`config.mk`:
```
export PLATFORM = sky130hd
export DESIGN_NAME = arbiter_rr_buffered
export DESIGN_NICKNAME = d
export VERILOG_FILES = /design/src/rtl/arbiter_pkg.sv /design/src/rtl/rr_priority_select.sv /design/src/rtl/arbiter_rr_buffered.sv
export SDC_FILE = /design/constraint.sdc
export NUM_CORES = 1
export LEC_CHECK = 0
export ABC_AREA = 1
export BUFFER_PORTS_ARGS = -buffer_cell sky130_fd_sc_hd__buf_2
export CAP_MARGIN = 20
export CORE_ASPECT_RATIO = 0.6
export CORE_MARGIN = 2
export CORE_UTILIZATION = 35
export DETAILED_ROUTE_END_ITERATION = 16
export MAX_ROUTING_LAYER = met4
export PLACE_DENSITY = 0.73
export SYNTH_ARGS = -nofsm -noshare
export SYNTH_HDL_FRONTEND = slang
export SYNTH_SLANG_ARGS = --single-unit
```
`constraint.sdc`:
```
create_clock -name clk -period 1.95 [get_ports clk]
set_input_delay 0 -clock clk [delete_from_list [all_inputs] [get_ports clk]]
set_output_delay 0 -clock clk [all_outputs]
set_load 0.02 [all_outputs]
```
`src/rtl/arbiter_pkg.sv`:
```
// Shared helpers for the buffered round-robin arbiter.
// Holds the index-width calculation and the modulo-n pointer increment.
package arbiter_pkg;

   // Width of a channel index. Never collapses to zero bits, even for one channel.
   function automatic int idx_width(input int n);
      return (n > 1) ? $clog2(n) : 1;
   endfunction

   // Next channel after idx, wrapping n-1 back to 0.
   function automatic int rr_next(input int idx, input int n);
      return (idx + 1 >= n) ? 0 : idx + 1;
   endfunction

endpackage

```
`src/rtl/rr_priority_select.sv`:
```
// Combinational round-robin priority selector.
// Channel lowest_prio+1 has the highest priority and lowest_prio has the lowest.
// The request vector is doubled: the lower copy is masked to the channels above the
// pointer, and the upper copy is the full request vector. The first set bit of the
// doubled vector, taken mod N, is the winner.
module rr_priority_select
   import arbiter_pkg::*;
#(
   parameter  int N     = 4,
   localparam int IDX_W = idx_width(N)
) (
   input  logic [N-1:0]     req,
   input  logic [IDX_W-1:0] lowest_prio,
   output logic [N-1:0]     grant,
   output logic [IDX_W-1:0] grant_idx,
   output logic             any
);

   logic [N-1:0]   upper_mask;
   logic [2*N-1:0] dbl_req;
   logic           found;
   int             sel;

   // Mask of channels strictly above the pointer; these are searched first.
   always_comb begin
      // NOTE: every variable written here gets a default first, so no path leaves it unassigned and no latch is inferred.
      upper_mask = '0;
      for (int i = 0; i < N; i++) begin
         upper_mask[i] = (i > int'(lowest_prio));
      end
   end

   assign dbl_req = {req, req & upper_mask};

   // First set bit of the doubled vector, folded back to a channel index.
   always_comb begin
      found = 1'b0;
      sel   = 0;
      for (int i = 0; i < 2 * N; i++) begin
         if (!found && dbl_req[i]) begin
            found = 1'b1;
            sel   = i;
         end
      end
      grant_idx = IDX_W'((sel >= N) ? sel - N : sel);
      grant     = '0;
      for (int i = 0; i < N; i++) begin
         grant[i] = found && (grant_idx == IDX_W'(i));
      end
      any = found;
   end

endmodule

```
`src/rtl/arbiter_rr_buffered.sv`:
```
// N-input round-robin arbiter with a registered output stage.
// Merges N valid/ready streams into one at one beat per cycle. The channel granted
// last becomes lowest priority, so no channel starves. The output register holds
// payload, source index and valid, and stalls cleanly under out_ready backpressure.
// Optional feature: define ARB_RR_BURST_LOCK_EN to add in_last/out_last and lock the
// grant to a channel until it delivers a beat with in_last set.
module arbiter_rr_buffered
   import arbiter_pkg::*;
#(
   parameter  int DWIDTH           = 16,
   parameter  int N                = 4,
   parameter  int INIT_LOWEST_PRIO = N - 1,
   localparam int IDX_W            = idx_width(N)
) (
   input  logic              clk,
   input  logic              rst,
   input  logic              in_valid [N-1:0],
   input  logic [DWIDTH-1:0] in_data  [N-1:0],
   output logic              in_ready [N-1:0],
   input  logic              shift,
   output logic              out_valid,
   output logic [DWIDTH-1:0] out_data,
   output logic [IDX_W-1:0]  out_index,
   input  logic              out_ready
`ifdef ARB_RR_BURST_LOCK_EN
   ,
   input  logic              in_last  [N-1:0],
   output logic              out_last
`endif
);

   logic [IDX_W-1:0] lowest_prio;
   logic [N-1:0]     eligible;
   logic [N-1:0]     req;
   logic [N-1:0]     grant;
   logic [IDX_W-1:0] grant_idx;
   logic             any;
   logic             load_en;
   logic             accept;
   logic             lock_hold;

   // The output register can take a new beat when it is empty or being drained.
   assign load_en = !out_valid || out_ready;
   assign accept  = load_en && any;

`ifdef ARB_RR_BURST_LOCK_EN
   logic             locked;
   logic [IDX_W-1:0] lock_idx;

   // While a burst is open only its owner may request; others are masked out.
   always_comb begin
      eligible = '0;
      for (int i = 0; i < N; i++) begin
         eligible[i] = !locked || (lock_idx == IDX_W'(i));
      end
   end

   assign lock_hold = locked;

   // Burst tracking: a non-last beat opens or continues a lock, a last beat closes it.
   always_ff @(posedge clk) begin
      if (rst) begin
         locked   <= 1'b0;
         lock_idx <= '0;
         out_last <= 1'b0;
      end else if (accept) begin
         locked   <= !in_last[grant_idx];
         lock_idx <= grant_idx;
         out_last <= in_last[grant_idx];
      end
   end
`else
   assign eligible  = '1;
   assign lock_hold = 1'b0;
`endif

   // Request vector seen by the selector: valid channels that are currently eligible.
   always_comb begin
      req = '0;
      for (int i = 0; i < N; i++) begin
         req[i] = in_valid[i] && eligible[i];
      end
   end

   rr_priority_select #(
      .N (N)
   ) u_select (
      .req         (req),
      .lowest_prio (lowest_prio),
      .grant       (grant),
      .grant_idx   (grant_idx),
      .any         (any)
   );

   // Per-channel ready: only the winner, only when the output can load, never in reset.
   always_comb begin
      for (int i = 0; i < N; i++) begin
         in_ready[i] = load_en && grant[i] && !rst;
      end
   end

   // Output register: load the winner, go empty when nothing requests, hold on stall.
   always_ff @(posedge clk) begin
      // NOTE: registered state uses non-blocking assignments so every flop samples pre-edge values.
      if (rst) begin
         out_valid <= 1'b0;
         out_data  <= '0;
         out_index <= '0;
      end else if (load_en) begin
         out_valid <= any;
         if (any) begin
            out_data  <= in_data[grant_idx];
            out_index <= grant_idx;
         end
      end
   end

   // Priority pointer: follows the last accepted channel; shift rotates it when idle.
   always_ff @(posedge clk) begin
      if (rst) begin
         lowest_prio <= IDX_W'(INIT_LOWEST_PRIO);
      end else if (N > 1) begin
         if (accept) begin
            lowest_prio <= grant_idx;
         end else if (shift && !lock_hold) begin
            lowest_prio <= IDX_W'(rr_next(int'(lowest_prio), N));
         end
      end
   end

endmodule

```
After elaboration in Yosys (flattened, before gate mapping)
Index checks and enable logic that the tools add are counted.
{"block": "totals", "rom_bits": 0, "out_inout_bits": 23, "latch_bits": 0, "ram_bits": 0, "mem_count": 0, "word_cells": 70, "input_bits": 72, "reg_bits": 21}
{"block": "classes", "n_eq_ne": 3, "n_reduce_logical": 33, "mul": 0, "bitwise_logic": 1, "shift": 0, "muxes": 21, "div": 0, "n_lt_le_gt_ge": 6, "add_sub_neg": 2}
{"operator": "$bmux 16 s2", "count": 1}
{"operator": "$logic_and 1x1->1", "count": 20}
{"operator": "$mux 16", "count": 1}
{"operator": "$mux 2", "count": 6}
{"operator": "$mux 3", "count": 4}
{"operator": "$logic_not 1->1", "count": 9}
{"operator": "$mux 1", "count": 9}
{"operator": "$ge 3x3->1 const B", "count": 2}
{"operator": "$and 4x4->4", "count": 1}
{"operator": "$eq 2x2->1 const B", "count": 2}
{"operator": "$gt 2x2->1 const A", "count": 2}
{"operator": "$add 2x1->3 const B", "count": 1}
{"operator": "$lt 2x3->1 const B", "count": 1}
{"operator": "$eq 2x1->1 const B", "count": 1}
{"operator": "$gt 1x2->1 const A", "count": 1}
{"operator": "$logic_not 2->1", "count": 1}
{"operator": "$reduce_and 2->1", "count": 1}
{"operator": "$reduce_bool 2->1", "count": 1}
{"operator": "$sub 2x1->2 const B", "count": 1}
{"operator": "$logic_or 1x1->1", "count": 1}

Longest topological paths before layout
Gate-level depths: netlist of the first run.
{"block": "depth", "depth_word": 30, "ltp_mapped": 15, "ltp_nobuf": 14}

By module
A second synthesis of the first run with hierarchy kept.
{"block": "hier_totals", "hier_cells": 282, "hier_area_um2": 1634.1}
{"mod": "arbiter_rr_buffered", "area_each_um2": 1467.7, "seq_area_each_um2": 420.4, "cells_per_inst": 247, "instances": 1}
{"mod": "rr_priority_select", "area_each_um2": 166.4, "seq_area_each_um2": 0.0, "cells_per_inst": 35, "instances": 1}

Worst setup path after synthesis of the first run
No wires, ideal clock.
{"block": "synth_timing", "path_type": "flip-flop to output port", "from": "register lowest_prio[0]", "to": "output port in_ready[1] (netlist bit)", "setup_slack_ps": -6, "path_stages_with_launch": 13, "required_ps": 1950, "t_arrival_ps": 1956, "path_buffers": 1, "cell_sequence": "dfxtp_1 inv_1 ha_1 nand2_2 nand2_2 inv_2 nand3_2 nor2_2 nor2_8 nand2_8 inv_6 buf_6 nor3_1"}
{"item": "from (decl)", "line": "arbiter_rr_buffered.sv:32", "rtl": "logic [IDX_W-1:0] lowest_prio;"}
{"item": "from (signal assigned)", "line": "arbiter_rr_buffered.sv:121", "rtl": "lowest_prio <= IDX_W'(INIT_LOWEST_PRIO);"}
{"item": "from (signal assigned)", "line": "arbiter_rr_buffered.sv:124", "rtl": "lowest_prio <= grant_idx;"}
{"item": "from (signal assigned)", "line": "arbiter_rr_buffered.sv:126", "rtl": "lowest_prio <= IDX_W'(rr_next(int'(lowest_prio), N));"}
{"item": "to (decl)", "line": "arbiter_rr_buffered.sv:19", "rtl": "output logic in_ready [N-1:0],"}

==> results of run 1 <==
-- placed cells by master, fill, tap and decap left out, types with 4 or more instances in the layout --
cell     Yosys  final
buf_2        1     90
nand2_1     90     85
inv_1       58     56
nand3_1     51     50
nor2_1      35     34
dfxtp_1     21     19
buf_4        2     14
nor2_2      12     10
buf_6        5     10
nand2_4      1      5
nand2_2      5      5
inv_4        1      4
nor2_4       1      4
-- state kept, by name, summed over array words and instances, names as in the netlist --
signal / cells
out_valid: 1
out_index: 2
out_data: 16
lowest_prio: 2
-- per-stage QoR --
| step | TNS (ns) | setup slack, ns | area [µm²] | hold WS, ns |
|---|---|---|---|---|
| floorplan | -0.01110 | -0.005550 | 1837 | 0.1481 |
| global placement | 0 | 0.05322 | 2421 | 0.3087 |
| detailed placement | -0.1007 | -0.03888 | 2421 | 0.3032 |
| CTS | -0.07407 | -0.05940 | 2625 | 0.03217 |
| global route | -1.042 | -0.1446 | 2773 | 0.06662 |
| finish | -0.02502 | -0.02502 | 2773 | 0.04247 |
-- critical path: stages (launching register included) --
cell	delay, ns
dfxtp_4	0.41
inv_4	0.05
ha_4	0.16
nand2_4	0.06
nand2_4	0.06
buf_6	0.12
nor2_4	0.11
nand4_4	0.16
inv_4	0.13
nor2_8	0.05
nor2_8	0.08
inv_2	0.04
nor3_2	0.11
buf_4	0.17
-- final cells by class --
| class | instances | share of cell area |
|---|---|---|
| well taps | 66 | 0.02978 |
| multi-input cells | 216 | 0.4472 |
| flip-flops and latches | 21 | 0.1534 |
| clock buffers | 4 | 0.01625 |
| repair buffers | 117 | 0.2626 |
| inverters | 63 | 0.09070 |
-- repair_timing --
item / 4_1_cts / 5_1_grt
pin swaps: 15 / 16
gates cloned: 0 / 0
gates resized for setup: 24 / 30
setup endpoints to repair: 19 / 20
hold buffers: 0 / 0
setup buffers: 10 / 2
-- path summary, 6_finish.rpt --
path | startpoint | endpoint | slack, ns | cells after the start
setup / recovery | lowest_prio[1] | in_ready[2] | -0.03 | 13
hold reg to reg | out_index[1] | out_index[1] | 0.48 | 2
hold / removal | shift | lowest_prio[0] | 0.04 | 3
setup reg to reg | lowest_prio[1] | out_data[12] | 0.06 | 14
-- metal layers --
layer | global-route usage | up-vias | wire [µm]
met5 | - | - | 0
met4 | 0.02778 | 0 | 12
met3 | 0.04444 | 2 | 307
met2 | 0.2995 | 61 | 2455
met1 | 0.2423 | 973 | 2732
li1 | - | 1153 | -
-- where the power goes --
part	switching [W]	total [W]	internal [W]
clock	0.000145	0.000290	0.000146
combinational	0.000650	0.00111	0.000458
sequential	0.0000504	0.000561	0.000510
total	0.000845	0.00196	0.00111
-- kinds of logic (layout without fill, tap and decap cells) --
| group | after synthesis | in the layout |
|---|---|---|
| adders and majority gates | 4 | 4 |
| AOI/OAI and AO/OA | 3 | 3 |
| and+or+nand+nor | 209 | 209 |
| buffers and inverters | 73 | 184 |
| DFF | 21 | 21 |
==> metrics.md, run 1 <==
| Metric | Value |
|---|---|
| Outcome | `finished with violations` |
| Failing checks | `setup timing` |
| Multi-input logic area | `1240 µm²` |
| PD cells | `706.5 nW/µm²` |
| Critical path class | `flip-flop to output pin` |
| Share of post-route cells with drive strength above 1 | `0.4014` |
| Leakage Power | `1.664 nW` |
| Post-synthesis mux area share | `0` |
| Remaining global-route overflow | `0` |
| Die area | `5862 µm²` |
| Buffers on Ports | `94` |
| Vias per cell | `4.495` |
| Reg area | `425.4 µm²` |
| Crit path DAT | `1.98 ns` |
| Most frequent cell after synthesis | `nand2_1` |
| Tightest Hold Check Type | `input pin to flip-flop` |
| Main combinational cell family by area after synthesis | `simple AND/OR/NAND/NOR gates` |
| RSZ-0062 raised after global routing | `true` |
| Die H | `60.12 µm` |
| Core box area | `5055 µm²` |
| Final wirelength | `5.507 mm` |
| Finished Layout Cells | `487` |
| Fin crit period | `1.975 ns` |
| Synth async-reset ratio | `0` |
| Compound-Gate Fraction of Synth Area | `0.008174` |
| Final Setup Violations | `1` |
| Tot GR Track Use | `0.1846` |
| Clock root cell | `clkbuf_8` |
| FMAX | `506.3 MHz` |
| Post-Synth Simple-Gate Area | `0.5572` |
| Largest cells by area after synthesis | `dfxtp_1, nand2_1, nand3_1` |
| Crit start category | `flip-flop` |
| Dpl hpwl | `4.057 mm` |
| Worst Setup Slack, final | `-0.02502 ns` |
| Chip Width | `97.52 µm` |
| Final Hold Vio Count | `0` |
| Post-synth top area cell | `dfxtp_1` |
| Post-route ant nets | `0` |
| Antenna violations before repair | `0` |
| Num rows | `20` |
| Vias in the first global route | `1,963` |
| Yosys top cell area share | `0.2289` |
| Largest net degree at the start of global routing | `19` |
| Final Core Density | `0.5485` |
| Post-Synth Adder-Cell Area | `0.02725` |
| Max_slew headroom | `0.6711` |
| Most frequent cells after synthesis | `nand2_1, inv_1, nand3_1, nor2_1, dfxtp_1` |
| Num ports | `95` |
| NumNets Final | `498` |
| Iteration-0 DRC Markers | `89` |
| Maxcap violations | `0` |
| Avg WL per Cell | `11.31 µm` |
| Antenna cells | `0` |
| Area growth syn-to-layout | `50.95%` |
| Fillers | `503` |
| Clock skew | `0.006124 ns` |
| Worst-Margin Slew | `0.4929 ns` |
| Synth Area in XOR/XNOR | `0` |
| Post-synth net total | `386` |
| Power Total | `0.001959 W` |
| GP Congestion | `0.7859` |
| Critical Path Sink Type | `output pin` |
| Mapped Avg Cell Area | `5.925 µm²` |
| Post-Syn Area | `1837 µm²` |
| Drt first pass iters | `4` |
| Num CTS Buffers | `3` |
| Max Fanout on Critical Path | `5` |
| Worst skew pair latency | `0.26 ns` |
| Register area share after synthesis | `0.2289` |
| Worst-path clk slew | `0.08 ns` |
| Crit share post-route | `1.013` |
| Clk sinks | `21` |
| Max-slew violations | `0` |
| WP data required | `1.95 ns` |
| Post-Place Cells | `472` |
| Post-synthesis register bit count | `21` |
| H-tree depth | `1` |
| Netlist cell types | `27` |
| Post-synth EDFFs | `0` |
| First-pass GRT wire length | `8.569 mm` |
| Clock buffer depth | `2` |
| Post-Syn Instances | `310` |
| Worst vdd ir | `0.4477 mV` |
| Synth warnings | `0` |
| Most common flop cell mapped by yosys | `dfxtp_1` |
| Drc violations | `0` |
| Vias | `2,189` |
| CTS tree | `built` |
| Initial Util | `0.3634` |
Power figures use the tool's default switching activity.
==> run 2: changes to the inputs <==
- BUFFER_PORTS_ARGS: -buffer_cell sky130_fd_sc_hd__buf_2 -> unset
- DONT_BUFFER_PORTS: unset -> 1
- PLACE_DENSITY: 0.73 -> 0.51
==> run 2 against run 1 <==
- the flow still finishes with violations (setup timing)
- combinational power shrank 16%
- critical path depth shrank 1
- register-to-register slack lost 0.05 ns
- setup slack gained 0.016 ns
- total power shrank 4.3%
- non-clock buffer count shrank 64
- first-iteration DRC count shrank 12%
- clock skew grew 0.0015 ns
- core utilization shrank 3.5 points
- wire length grew 2.3%
- largest power group unchanged
==> metrics.md, run 2 (same netlist as run 1, synthesis figures left out) <==
| Metric | Value |
|---|---|
| Die area | `5862 µm²` |
| Met2 wire len | `2.489 mm` |
| Buffers on Ports | `0` |
| Multi-input logic area | `1255 µm²` |
| Highest routed metal layer | `met4` |
| CP most frequent cell | `nand3_4` |
| Final Setup Violations | `1` |
| Critical path class | `flip-flop to output pin` |
| Antenna violations before repair | `0` |
| Tightest Hold Check Type | `input pin to flip-flop` |
| Commonest non-fill, non-tap cell in the layout | `nand2_1` |
| Biggest register | `out_data` |
| Initial Util | `0.3634` |
| H-tree depth | `1` |
| Hold EP | `out_valid` |
| Crit path DAT | `1.96 ns` |
| CP max-delay cell | `dfxtp_2` |
| Hold path depth | `3` |
| Iteration-0 DRC Markers | `78` |
| Fillers | `512` |
| Area after DPL | `1938 µm²` |
| Crit share post-route | `1.005` |
| Core box area | `5055 µm²` |
| Crit start category | `flip-flop` |
| Drt first pass iters | `4` |
| Clk sinks | `21` |
| Vias | `2,002` |
| Vias per cell | `4.733` |
| PD cells | `723.1 nW/µm²` |
| Tot GR Track Use | `0.1978` |
| Max Fanout on Critical Path | `3` |
| Final instance area | `2594 µm²` |
| Failing checks | `setup timing` |
| Max-slew violations | `0` |
| Worst-path cell chain | `inv_2 -> ha_1 -> nor2_1 -> nand2_2 -> nand3_4 -> nor2_4 -> nand2_4 -> buf_12 -> nand3_4 -> buf_8 -> nor3_4 -> buf_6` |
| Antenna cells | `0` |
| Max_slew headroom | `0.6426` |
| Hold wc startpoint | `in_valid[3]` |
| NumNets Final | `434` |
| First-pass GRT wire length | `9.018 mm` |
| R2R depth | `14` |
| Worst R2R Start | `lowest_prio[0]` |
| Chip Width | `97.52 µm` |
| Share of post-route cells with drive strength above 1 | `0.2465` |
| Num ports | `95` |
| Reg area | `425.4 µm²` |
| Final Core Density | `0.5131` |
| Reg-to-Reg End | `out_data[13]` |
| Worst Setup Slack, final | `-0.008889 ns` |
| Final Hold Vio Count | `0` |
| Final wirelength | `5.631 mm` |
| Worst-Margin Slew | `0.5355 ns` |
| Clock skew | `0.007628 ns` |
| Power Total | `0.001876 W` |
| Die H | `60.12 µm` |
| Worst skew pair latency | `0.26 ns` |
| Remaining global-route overflow | `0` |
| Avg WL per Cell | `13.31 µm` |
| Maxcap violations | `0` |
| Metal-1 WL | `2.744 mm` |
| Total negative slack | `-0.008889 ns` |
| CTS tree | `built` |
| Dpl hpwl | `3.695 mm` |
| RSZ-0062 raised after global routing | `true` |
| Num CTS Buffers | `3` |
| Outcome | `finished with violations` |
| WP data required | `1.95 ns` |
| Post-route ant nets | `0` |
| Max reg flops | `16` |
| Top flop regs | `out_data: 16 flops, lowest_prio: 2 flops, out_index: 2 flops` |
| Clock buffer depth | `2` |
| Largest net degree at the start of global routing | `27` |
| Area growth syn-to-layout | `41.21%` |
| Clock root cell | `clkbuf_8` |
| Fin crit period | `1.959 ns` |
| Num rows | `20` |
| Commonest cells after routing, fill and taps aside | `nand2_1, inv_1, nand3_1, nor2_1, dlygate4sd3_1` |
| Crit path largest cell delay | `0.36 ns` |
| GP Congestion | `0.7772` |
| Leakage Power | `1.418 nW` |
| Worst vdd ir | `0.3110 mV` |
| Critical Path Sink Type | `output pin` |
| Met3 wire length | `354 µm` |
| Vias in the first global route | `1,868` |
| Drc violations | `0` |
| Flop-to-flop setup slack | `0.01 ns` |
| FMAX | `510.5 MHz` |
| Worst-path clk slew | `0.08 ns` |
run 2: changes by cell type in the layout (fill, tap and decap cells not counted), moves of 2 or more:
cell           change
buf_2             -90
dlygate4sd3_1     +28
nand3_1           -10
nand3_2           +10
buf_6              -5
buf_8              +3
ha_4               -2
nor2_1             -2
nor2_2             +2
nor3_2             +2
nor3_4             -2
run 2: what timing repair did:
| action | 4_1_cts | 5_1_grt |
|---|---|---|
| setup endpoints to repair | 6 | 23 |
| gates resized for setup | 29 | 25 |
| hold buffers | 28 | 0 |
| hold endpoints to repair | 21 | 0 |
| buffers inserted | 11 | 2 |
| pin swaps | 14 | 13 |
run 2: per-stage QoR:
step | instances | worst slack, ns | hold WS [ns]
final | 423 | -0.008889 | 0.0006744
after global routing | 423 | -0.1153 | 0.0002206
after CTS | 421 | -0.01559 | 0.0004119
after detailed placement | 378 | -0.01410 | 0.07752
after global placement | 378 | 0.03137 | 0.07486
after floorplan | 310 | -0.005550 | 0.1481
run 2: worst max-delay path by stage:
stage                   startpoint          end  slack [ns]  cells past startpoint
global route        lowest_prio[0]  in_ready[2]       -0.12                     14
global placement    lowest_prio[1]  out_data[2]        0.03                     14
CTS                 lowest_prio[0]  in_ready[2]       -0.02                     13
detailed placement  lowest_prio[1]  out_data[5]       -0.01                     14
finish              lowest_prio[0]  in_ready[1]      -0.009                     12
floorplan           lowest_prio[0]  in_ready[1]      -0.006                     12
run 2: per-layer routing:
| metal | vias to the layer above | track usage |
|---|---|---|
| met3 | 6 | 0.05380 |
| met5 | - | - |
| met1 | 907 | 0.2744 |
| met2 | 63 | 0.2975 |
| li1 | 1026 | - |
| met4 | 0 | 0.02381 |
run 2: layout make-up:
class,instances,area share
Clock buffer,4,0.01737
Inverter,63,0.09696
Multi-Input combinational cell,216,0.4838
Sequential cell,21,0.1640
Tap cell,66,0.03184
Timing Repair Buffer,53,0.2060
run 2: power breakdown:
group	internal (W)	total [W]	switching, W
clock network	0.000146	0.000288	0.000142
logic	0.000395	0.000929	0.000534
registers	0.000511	0.000658	0.000148
run 2: worst max-delay path: cells and delay by family, from the launching register on:
family / cells / cell delay, ns
flip-flops: 1 / 0.36
adder cells (fa/ha/maj): 1 / 0.18
AND/OR/NAND/NOR: 7 / 0.72
buffers and inverters: 4 / 0.42
==> run 3: changes to the inputs <==
- REMOVE_ABC_BUFFERS: unset -> 1
==> run 3 against run 2 <==
- the flow still finishes with violations (setup timing)
- non-clock buffer count increased by 11
- sequential cell count unchanged
- clock power barely moved
- clock-buffer cell count unchanged
- critical path type unchanged
- critical endpoint is now in_ready[2]
- largest power group unchanged
- highest routed layer unchanged
==> metrics.md, run 3 (same netlist as run 1, synthesis figures left out) <==
| Metric | Value |
|---|---|
| CP max-delay cell | `dfxtp_4` |
| NumNets Final | `446` |
| Worst-Margin Slew | `0.4411 ns` |
| CTS tree | `built` |
| Max reg flops | `16` |
| Tot GR Track Use | `0.1812` |
| Top flop regs | `out_data: 16 flops, lowest_prio: 2 flops, out_index: 2 flops` |
| Final Setup Violations | `2` |
| Crit path largest cell delay | `0.43 ns` |
| Num ports | `95` |
| Hold_ws | `0.0003206 ns` |
| Clock buffer depth | `2` |
| Critical Path Sink Type | `output pin` |
| Commonest non-fill, non-tap cell in the layout | `nand2_1` |
| Commonest cells after routing, fill and taps aside | `nand2_1, inv_1, nand3_1, dlygate4sd3_1, nor2_1` |
| Vias | `2,013` |
| Clock root cell | `clkbuf_8` |
| Area after DPL | `1933 µm²` |
| Antenna violations before repair | `0` |
| Buffers on Ports | `0` |
| Max Fanout on Critical Path | `6` |
| Share of post-route cells with drive strength above 1 | `0.2276` |
| Finished Layout Cells | `435` |
| Final Core Density | `0.5344` |
| Leakage Power | `1.466 nW` |
| Max-slew violations | `0` |
| PD cells | `704.7 nW/µm²` |
| Initial Util | `0.3634` |
| First-pass GRT wire length | `8.190 mm` |
| Total negative slack | `-0.06653 ns` |
| Drt first pass iters | `4` |
| Tightest Hold Check Type | `input pin to flip-flop` |
| Max_slew headroom | `0.7050` |
| Outcome | `finished with violations` |
| Clk sinks | `21` |
| WP data required | `1.95 ns` |
| Final Hold Vio Count | `0` |
| Vias in the first global route | `1,747` |
| GP Congestion | `0.8031` |
| Biggest register | `out_data` |
| Post-Place Cells | `379` |
| CP most frequent cell | `nand2_4` |
| Clock skew | `0.007119 ns` |
| Num rows | `20` |
| H-tree depth | `1` |
| Crit start category | `flip-flop` |
| FMAX | `496.2 MHz` |
| Dpl hpwl | `3.567 mm` |
| Worst vdd ir | `0.3855 mV` |
| Final instance area | `2701 µm²` |
| Area growth syn-to-layout | `47.07%` |
| Antenna cells | `0` |
| Maxcap violations | `0` |
| Die area | `5862 µm²` |
| Post-route ant nets | `0` |
| Crit path DAT | `2.02 ns` |
| Critical path class | `flip-flop to output pin` |
| Remaining global-route overflow | `0` |
| Worst-path clk slew | `0.08 ns` |
| Crit share post-route | `1.033` |
| Failing checks | `setup timing` |
| RSZ-0062 raised after global routing | `true` |
| Largest net degree at the start of global routing | `27` |
| Avg WL per Cell | `12.74 µm` |
| Worst-path cell chain | `inv_4 -> ha_4 -> nand2_4 -> nand2_4 -> inv_4 -> nand3_4 -> nor2_4 -> nand2_4 -> nand2_4 -> nor2_8 -> nor2_8 -> inv_4 -> nor3_4 -> buf_6` |
| Die H | `60.12 µm` |
| Fin crit period | `2.015 ns` |
| Drc violations | `0` |
| Final wirelength | `5.544 mm` |
| Num CTS Buffers | `3` |
| Worst Setup Slack, final | `-0.06514 ns` |
| Iteration-0 DRC Markers | `44` |
| Core box area | `5055 µm²` |
| Worst skew pair latency | `0.26 ns` |
| Vias per cell | `4.628` |
| Chip Width | `97.52 µm` |
## run 3: timing repair
| action | CTS | global route |
|---|---|---|
| hold endpoints to repair | 21 | 1 |
| hold buffers | 32 | 2 |
| buffers inserted | 4 | 14 |
| gates cloned | 1 | 0 |
| gates resized for setup | 12 | 45 |
| pin swaps | 6 | 22 |
| endpoints found under the setup margin | 5 | 23 |
## run 3: area by class of cell
| type | instances | area (µm²) |
|---|---|---|
| clock buffer | 4 | 45.04 |
| inverter | 63 | 264.0 |
| tap | 66 | 82.58 |
| multi-input combinational | 217 | 1270 |
| sequential | 21 | 427.9 |
| timing repair buffer | 64 | 611.8 |
| fill | 490 | 2354 |
## run 3: where the power goes
| group | internal, W | total (W) | switching [W] |
|---|---|---|---|
| Clock | 0.000146 | 0.000290 | 0.000144 |
| Combinational | 0.000412 | 0.000944 | 0.000531 |
| Sequential | 0.000511 | 0.000670 | 0.000159 |
## run 3: final timing paths
kind	startpoint	to	slack [ns]	depth (start not counted)
worst min-delay path	in_data[18]	out_data[2]	0.0003	4
worst max register to register	lowest_prio[0]	out_data[2]	0.06	14
worst min register to register	out_index[0]	out_index[0]	0.58	2
worst max-delay path	lowest_prio[1]	in_ready[2]	-0.07	14
## run 3: per-stage QoR
stage	power (W)	setup slack, ns
3_3_place_gp	0.001346	0.01439
5_1_grt	0.002058	-0.2035
6_report	0.001904	-0.06514
3_5_place_dp	0.001351	-0.02269
4_1_cts	0.001754	-0.09594
2_1_floorplan	0.001166	-0.07632
## run 3: layer usage
| layer | wire [µm] | global-route usage | vias to the layer above |
|---|---|---|---|
| met5 | 0 | - | - |
| met4 | 19 | 0.01786 | 0 |
| met3 | 243 | 0.04094 | 2 |
| met2 | 2526 | 0.2837 | 47 |
| met1 | 2756 | 0.2497 | 909 |
| li1 | - | - | 1055 |
## run 3: critical path, delay by kind of cell (launching register included)
| family | cells | cell delay [ns] |
|---|---|---|
| adders and majority gates | 1 | 0.16 |
| buffers and inverters | 4 | 0.30 |
| DFF | 1 | 0.43 |
| and+or+nand+nor | 9 | 0.88 |
